## config.mk

```make
export PLATFORM = sky130hd
export DESIGN_NAME = fifo_sync_ram_ext
export DESIGN_NICKNAME = d
export VERILOG_FILES = /design/src/rtl/fifo_sync_ram_ext_pkg.sv /design/src/rtl/fifo_sync_ram_ext_ram_sdp.sv /design/src/rtl/fifo_sync_ram_ext.sv
export SDC_FILE = /design/constraint.sdc
export NUM_CORES = 2
export LEC_CHECK = 0
export BUFFER_PORTS_ARGS = -buffer_cell sky130_fd_sc_hd__buf_2
export CAP_MARGIN = 20
export CORE_MARGIN = 3
export CORE_UTILIZATION = 49
export CTS_CLUSTER_DIAMETER = 50
export DETAILED_ROUTE_END_ITERATION = 10
export GPL_TIMING_DRIVEN = 0
export MAX_ROUTING_LAYER = met4
export PLACE_DENSITY = 0.65
export SYNTH_ARGS = -nofsm -noshare
export SYNTH_HDL_FRONTEND = slang
export SYNTH_SLANG_ARGS = --single-unit
```

## constraint.sdc

```tcl
create_clock -name clk -period 4.71 [get_ports clk]
set_input_delay 0.471 -clock clk [delete_from_list [all_inputs] [get_ports clk]]
set_output_delay 0.471 -clock clk [all_outputs]
set_load 0.02 [all_outputs]
```

## src/rtl/fifo_sync_ram_ext_pkg.sv

```systemverilog
// Shared types and helpers for the RAM-backed first-word-fall-through FIFO.
package fifo_sync_ram_ext_pkg;

    typedef enum logic [1:0] {
        LVL_HOLD = 2'b00,
        LVL_INC  = 2'b01,
        LVL_DEC  = 2'b10
    } lvl_op_e;

    function automatic lvl_op_e lvl_op(input logic wr_acc, input logic rd_acc);
        lvl_op_e op;
        case ({wr_acc, rd_acc})
            2'b10:   op = LVL_INC;
            2'b01:   op = LVL_DEC;
            default: op = LVL_HOLD;
        endcase
        return op;
    endfunction

endpackage

```

## src/rtl/fifo_sync_ram_ext_ram_sdp.sv

```systemverilog
// Simple dual-port RAM, one write port and one registered read port.
module ram_sdp #(
    parameter int AW    = 8,
    parameter int WIDTH = 16
) (
    input  logic             clk,
    input  logic [AW-1:0]    wr_addr,
    input  logic [WIDTH-1:0] wr_data,
    input  logic             wr_ena,
    input  logic [AW-1:0]    rd_addr,
    output logic [WIDTH-1:0] rd_data,
    input  logic             rd_ena
);

    logic [WIDTH-1:0] mem_r [2**AW];

    // Storage write port
    always_ff @(posedge clk) begin
        if (wr_ena) begin
            mem_r[wr_addr] <= wr_data;
        end
    end

    // Registered read port, one cycle of latency
    always_ff @(posedge clk) begin
        if (rd_ena) begin
            rd_data <= mem_r[rd_addr];
        end
    end

endmodule

```

## src/rtl/fifo_sync_ram_ext.sv

```systemverilog
// FWFT synchronous FIFO on a simple-dual-port RAM with level reporting,
// thresholds, flush, and sticky overflow/underflow flags.
module fifo_sync_ram_ext
    import fifo_sync_ram_ext_pkg::*;
#(
    parameter int DEPTH     = 256,
    parameter int WIDTH     = 16,
    parameter int AF_THRESH = 192,
    parameter int AE_THRESH = 16
) (
    input  logic                     clk,
    input  logic                     rst,
    input  logic                     flush,
    input  logic [WIDTH-1:0]         wr_data,
    input  logic                     wr_ena,
    output logic                     wr_full,
    output logic                     wr_afull,
    output logic [WIDTH-1:0]         rd_data,
    input  logic                     rd_ena,
    output logic                     rd_empty,
    output logic                     rd_aempty,
    output logic [$clog2(DEPTH):0]   level,
    output logic                     err_ovf,
    output logic                     err_udf,
    input  logic                     err_clr
);

    localparam int AW = $clog2(DEPTH);

    logic [AW-1:0] wr_ptr_r;
    logic [AW-1:0] rd_ptr_r;
    logic          head_valid_r;
    logic          wr_acc_s;
    logic          rd_acc_s;
    logic          ram_re_s;
    logic          ovf_set_s;
    logic          udf_set_s;
    logic [AW:0]   ram_words_s;
    logic [AW:0]   level_nxt_s;
    lvl_op_e       lvl_op_s;

    // Request qualification; the head word lives in the RAM output register,
    // so only words beyond it are still waiting in the array.
    always_comb begin
        wr_acc_s    = wr_ena & ~wr_full & ~flush;
        rd_acc_s    = rd_ena & head_valid_r & ~flush;
        ovf_set_s   = wr_ena & wr_full & ~flush;
        udf_set_s   = rd_ena & ~head_valid_r & ~flush;
        ram_words_s = level - (AW+1)'(head_valid_r);
        ram_re_s    = (rd_acc_s | ~head_valid_r) & (ram_words_s != (AW+1)'(0)) & ~flush;
        lvl_op_s    = lvl_op(wr_acc_s, rd_acc_s);
    end

    // Next fill level
    always_comb begin
        level_nxt_s = level;
        case (lvl_op_s)
            LVL_INC: level_nxt_s = level + (AW+1)'(1);
            LVL_DEC: level_nxt_s = level - (AW+1)'(1);
            default: level_nxt_s = level;
        endcase
    end

    // Pointers, head-valid, level, status and error flag registers
    always_ff @(posedge clk or posedge rst) begin
        if (rst) begin
            wr_ptr_r     <= AW'(0);
            rd_ptr_r     <= AW'(0);
            head_valid_r <= 1'b0;
            level        <= (AW+1)'(0);
            wr_full      <= 1'b0;
            wr_afull     <= 1'b0;
            rd_aempty    <= 1'b1;
            err_ovf      <= 1'b0;
            err_udf      <= 1'b0;
        end else begin
            err_ovf <= (err_ovf & ~err_clr) | ovf_set_s;
            err_udf <= (err_udf & ~err_clr) | udf_set_s;
            if (flush) begin
                wr_ptr_r     <= AW'(0);
                rd_ptr_r     <= AW'(0);
                head_valid_r <= 1'b0;
                level        <= (AW+1)'(0);
                wr_full      <= 1'b0;
                wr_afull     <= 1'b0;
                rd_aempty    <= 1'b1;
            end else begin
                if (wr_acc_s) begin
                    wr_ptr_r <= wr_ptr_r + AW'(1);
                end
                if (ram_re_s) begin
                    rd_ptr_r     <= rd_ptr_r + AW'(1);
                    head_valid_r <= 1'b1;
                end else if (rd_acc_s) begin
                    head_valid_r <= 1'b0;
                end
                level     <= level_nxt_s;
                wr_full   <= (level_nxt_s == (AW+1)'(DEPTH));
                wr_afull  <= (level_nxt_s >= (AW+1)'(AF_THRESH));
                rd_aempty <= (level_nxt_s <= (AW+1)'(AE_THRESH));
            end
        end
    end

    assign rd_empty = ~head_valid_r;

    ram_sdp #(
        .AW    (AW),
        .WIDTH (WIDTH)
    ) u_ram (
        .clk     (clk),
        .wr_addr (wr_ptr_r),
        .wr_data (wr_data),
        .wr_ena  (wr_acc_s),
        .rd_addr (rd_ptr_r),
        .rd_data (rd_data),
        .rd_ena  (ram_re_s)
    );

endmodule
```

# --- After elaboration in Yosys (flattened, before gate mapping) ---
# Memories as Yosys holds them, arrays and structs flattened. A register that Yosys moved wholly into a read port is not among the register bits.
# Index checks and enable logic that the tools add are counted.
totals:
  reg_bits: 31
  ramBits: 4096
  input_bits: 22
  out_inout_bits: 31
  word_cells: 60
  mem_count: 1
op_classes:
  add_sub_neg: 5
  magnitude_cmp: 2
  n_eq_ne: 5
  n_mux: 15
  bitwise_logic: 19
  reduce_logical: 4
memory_table:
  columns: ["memory", "words", "width", "read_ports", "rd_clocked_by_memory_dff", "write_ports", "line", "source"]
  rows:
  - ["u_ram.mem_r", 256, 16, 1, 1, 1, "fifo_sync_ram_ext_ram_sdp.sv:15", "logic [WIDTH-1:0] mem_r [2**AW];"]
ops:
  columns: ["cell", "n"]
  rows:
  - ["$mux 8", 4]
  - ["$pmux 9 s2", 1]
  - ["$add 8x1->8 const B", 2]
  - ["$and 1x1->1", 12]
  - ["$add 9x1->9 const B", 1]
  - ["$eq 9x9->1 const B", 1]
  - ["$ge 9x8->1 const B", 1]
  - ["$le 9x5->1 const B", 1]
  - ["$mux 9", 1]
  - ["$reduce_bool 9->1", 1]
  - ["$sub 9x1->9", 1]
  - ["$sub 9x1->9 const B", 1]
  - ["$mux 1", 8]
  - ["$eq 2x1->1 const B", 2]
  - ["$eq 2x2->1 const B", 2]
  - ["$not 1->1", 4]
  - ["$pmux 2 s2", 1]
  - ["$reduce_bool 2->1", 2]
  - ["$or 1x1->1", 3]
  - ["$reduce_bool 3->1", 1]

# --- Longest topological paths before layout ---
depth:
  word_depth: 9
  mapped_depth: 17

# --- Cells and area by module ---
# Synthesis repeated with hierarchy kept, for this count alone.
unflattened:
  cells_unflattened: 7604
  area_unflattened_um2: 161014.4
by_module_without_submodules:
  columns: ["mod", "instances", "cells_per_inst", "area_per_inst_um2", "seq_area_each_um2"]
  rows:
  - ["ram_sdp", 1, 7360, 158874.9, 123478.4]
  - ["fifo_sync_ram_ext", 1, 244, 2139.6, 777.0]

# --- Least setup slack after synthesis ---
# No wires, ideal clock.
synth_path:
  kind: "input -> register"
  startpoint: "input port flush"
  endpoint: "register rd_aempty"
  setup_time_ns: 0.098
  arrival_time_ns: 3.622
  required_time_ns: 4.612
  setup_slack_ns: 0.990
  cell_stages: 17
  path_buffers: 3
  path_cell_list: "clkbuf_1 -> inv_1 -> and2_1 -> inv_1 -> ha_1 -> clkbuf_1 -> clkbuf_1 -> xor2_1 -> ha_1 -> and3b_1 -> o21ai_0 -> a22o_1 -> nand3_1 -> a21oi_1 -> mux2i_1 -> inv_1 -> a221oi_1"
synth_via:
  elab_chain_cells: 8
  word_cells_on_any_way: 11
  classes_between: "order compare (1); eq/ne (4); mux (3); bitwise (3)"
synth_rtl:
  columns: ["element", "line", "source"]
  rows:
  - ["from (decl)", "fifo_sync_ram_ext.sv:13", "input logic flush,"]
  - ["$not 1->1", "fifo_sync_ram_ext.sv:45, fifo_sync_ram_ext.sv:46", null]
  - ["$and 1x1->1, on equally long branches", "fifo_sync_ram_ext.sv:46, fifo_sync_ram_ext.sv:45", null]
  - ["$eq 2x1->1 / $eq 2x2->1 (equally long branches)", "fifo_sync_ram_ext_pkg.sv:12", "case ({wr_acc, rd_acc})"]
  - ["$pmux 2 s2", "fifo_sync_ram_ext_pkg.sv:12", null]
  - ["$eq 2x2->1 / $eq 2x1->1 (equally long branches)", "fifo_sync_ram_ext.sv:57", "case (lvl_op_s)"]
  - ["$pmux 9 s2", "fifo_sync_ram_ext.sv:57", null]
  - ["$le 9x5->1", "fifo_sync_ram_ext.sv:100", "rd_aempty <= (level_nxt_s <= (AW+1)'(AE_THRESH));"]
  - ["$mux 1 (*)", "fifo_sync_ram_ext.sv:79", "if (flush) begin"]
  - ["to (signal assigned)", "fifo_sync_ram_ext.sv:100", null]
  - ["to (decl)", "fifo_sync_ram_ext.sv:21", "output logic rd_aempty,"]
# Mark *: on every way between the ends. The rest lies on a longest branch, timed or not.
# A chain may end at the register's enable or synchronous reset.

==> flow_summary.toml <==
[status]
run_status = "complete, but fails checks"
violations = "hold timing, capacitance limit, slew limit, setup timing"

[cells_and_area]
nets = 8226
final_cell_mix = "edfxtp_1 (4112), mux4_2 (959), clkbuf_16 (462)"
layout_commonest_cell = "edfxtp_1"
final_layout_size_suffix_gt1_share_pct = 32.3
areaGrowthSynthToFinish_pct = 19.4
final_area_sq_mm = 0.191
fill_cells = 23271

[timing]
finalClockSkew_ns = 0.0604
slew-limit-headroom_pct = -7.57
report.final.slew_viol_count = 2
setup_viol = 63
setup_tns_ns = -4.69
final-hold-violation-count = 9
period_share_pct = 109
hold_slack_ns = -0.0676
period_minus_slack_ns = 5.14
rsz0062_at_grt = "true"
fmax_ghz = 0.195
tightest_slew_ns = 1.60
timing.final.ws_setup_ns = -0.426

[setup_path]
r2r_slack_ns = -0.43
path_class = "register to register"
worstPathArrival_ns = 5.86
setup.worst_path.start = "rd_ptr_r[0]"
timing.rr.end = "u_ram.rd_data[9]"
worst-path-max-fanout = 10
r2r_cells = 9
end_kind = "register"
worst_ep_required_time_ns = 5.43
crit_end = "u_ram.rd_data[9]"
start_kind = "register"
r2r_start = "rd_ptr_r[0]"

[drt]
via_count = 96547
drtIter0Drc = 22440
firstDrtPassIters = 9
drt_wl_total_um = 789000
vias_per_cell = 7.40
drc_errors = 0
drtAntennaViolNets = 0
avgRoutedWirePerCell_um = 60.5

[placement]
place_congestion = 1.08
dp_slack_ns = -2.86
dpl_cell_area_sq_mm = 0.174
place.port_buffers = 51
place_hpwl_um = 538000

[cts]
clk_latency_ns = 1.07
cts_tree = "built"
cts_inserted_buffers = 458
clock-sinks = 4143
htree_num_levels = 5
clkTransAtPathRegs_ns = 0.06
root_buffer = "clkbuf_16"
clock_path_buffers = 4

[grt]
grt_max_degree = 138
antenna_found_initial = 103
grt_pass1_vias = 86822
grt_pass1_wl_um = 978000
grt_use_total_pct = 48.7
grt.overflow.total = 0

[synth]
synth_seq_cells = 4143
yosys.area_share.adder_pct = 0.0703
syn_inst = 7351
synth_simple_gate_area_share_pct = 1.93
synth_seq_area_share_pct = 77.6
synth_area_sq_mm = 0.160
syn_nets = 7382
async_flop_share_pct = 0.748
synth_top_family_by_area = "multiplexers"
synth_compound_area_share_pct = 2.69
synth.area.mux_share_pct = 16.0
synth-edff-count = 4112
synth_cell_types = 76
syn_avg_cell_area_sq_um = 21.8
synthXorXnorAreaFrac_pct = 0.120
synth-main-ff-cell = "edfxtp_1"
yosys_warnings = 0

[run]
drv_cap = 1

[die]
die_w_um = 578
die_h_um = 578
rows = 209
core_sq_mm = 0.325
die-area_sq_mm = 0.334
io-pin-count = 53
initial_core_util_pct = 49.3

[power_and_ir_drop]
vdd_drop_max_mv = 0.516
power.density_mw_per_mm2 = 562
leakagePower_nw = 59.8

[hold_path]
hp-class = "input port to register"
## where the power goes
group	switching, mW	internal [mW]	total, mW
Clock	15.7	21.1	36.8
Sequential	0.0554	40.6	40.7
Combinational	21.0	8.89	29.9
## metrics by stage
step                util (%)  instances  power, mW
finish                  58.9      13046        107
global route            58.9      13002        108
CTS                     58.7      12909        105
detailed placement      53.5      12040       68.9
global placement        51.1      11727       68.3
floorplan                  -       7351       52.9
## layout make-up
class / count / area (sq um) / share of cell area (%)
flip-flops and latches: 4143 / 124000 / 65.0
multi-input cells: 2753 / 35500 / 18.6
diodes: 133 / 333 / 0.174
clock inverters: 296 / 3370 / 1.76
plain buffers: 428 / 3560 / 1.86
well taps: 4325 / 5410 / 2.83
inverters: 21 / 83.8 / 0.0438
repair buffers: 390 / 6860 / 3.58
clock buffers: 557 / 11900 / 6.24
## state kept, by name (all words and copies together) (netlist names)
register,flops
err_ovf,1
err_udf,1
head_valid_r,1
level,9
rd_aempty,1
rd_ptr_r,8
u_ram.mem_r,4096
u_ram.rd_data,16
wr_afull,1
wr_full,1
wr_ptr_r,8
## Yosys cell counts, drive strengths merged (16+ instances only)
master | count | area (sq um)
edfxtp | 4112 | 123000
mux4 | 959 | 21600
mux2i | 399 | 3990
nor2 | 333 | 1250
buf | 266 | 1880
nand2 | 244 | 918
clkbuf | 168 | 631
a21oi | 146 | 731
o21ai | 99 | 495
a221oi | 77 | 674
o221ai | 52 | 455
nand3 | 49 | 245
a22oi | 44 | 330
a31oi | 35 | 219
o22ai | 32 | 200
dfrtp | 30 | 751
inv | 19 | 71.3
nor3 | 19 | 95.1
o211ai | 19 | 143
a211oi | 16 | 120
and3 | 16 | 100
## worst min-delay path by stage
stage / slack [ns] / start / to / cells after the start
global route: 0.0007 / wr_data[15] / u_ram.mem_r[58][15] / 2
global placement: 0.47 / err_udf / err_udf / 1
floorplan: 0.48 / head_valid_r / err_udf / 1
detailed placement: 0.47 / err_ovf / err_ovf / 1
finish: -0.07 / wr_data[15] / u_ram.mem_r[56][15] / 2
CTS: 0.0007 / wr_data[4] / u_ram.mem_r[56][4] / 1
## worst max-delay path, cell delays in order (launching register included)
cell and delay [ns]:
dfrtp_2 0.52, buf_6 0.18, buf_12 0.19, or3b_2 0.30, clkbuf_2 0.71, clkbuf_2 0.77
o221ai_1 0.26, a221oi_1 0.99, o31ai_2 0.35, a32o_1 0.45
## routing by layer
| metal | share of wire, % | GRT usage [%] |
|---|---|---|
| met3 | 16 | 21.9 |
| met2 | 41 | 63.9 |
| met1 | 32 | 57.6 |
| met5 | 0 | - |
| met4 | 10 | 39.5 |
## cells by family (layout without fill, tap and decap cells)
family | Yosys count | after routing
flops | 4143 | 4143
mux | 1365 | 1365
simple gates | 733 | 733
compound gates | 624 | 624
buf+inv | 455 | 1692
xor+xnor | 22 | 22
fa+ha+maj | 9 | 9
other cells | 0 | 133
## timing repair
action	in CTS	in global routing
resized for setup	397	38
hold endpoints to repair	369	3
pin swaps	8	4
setup buffers	7	0
hold buffers	15	1
setup endpoints to repair	18	15
Note: power is estimated with default switching activity, not from simulation.
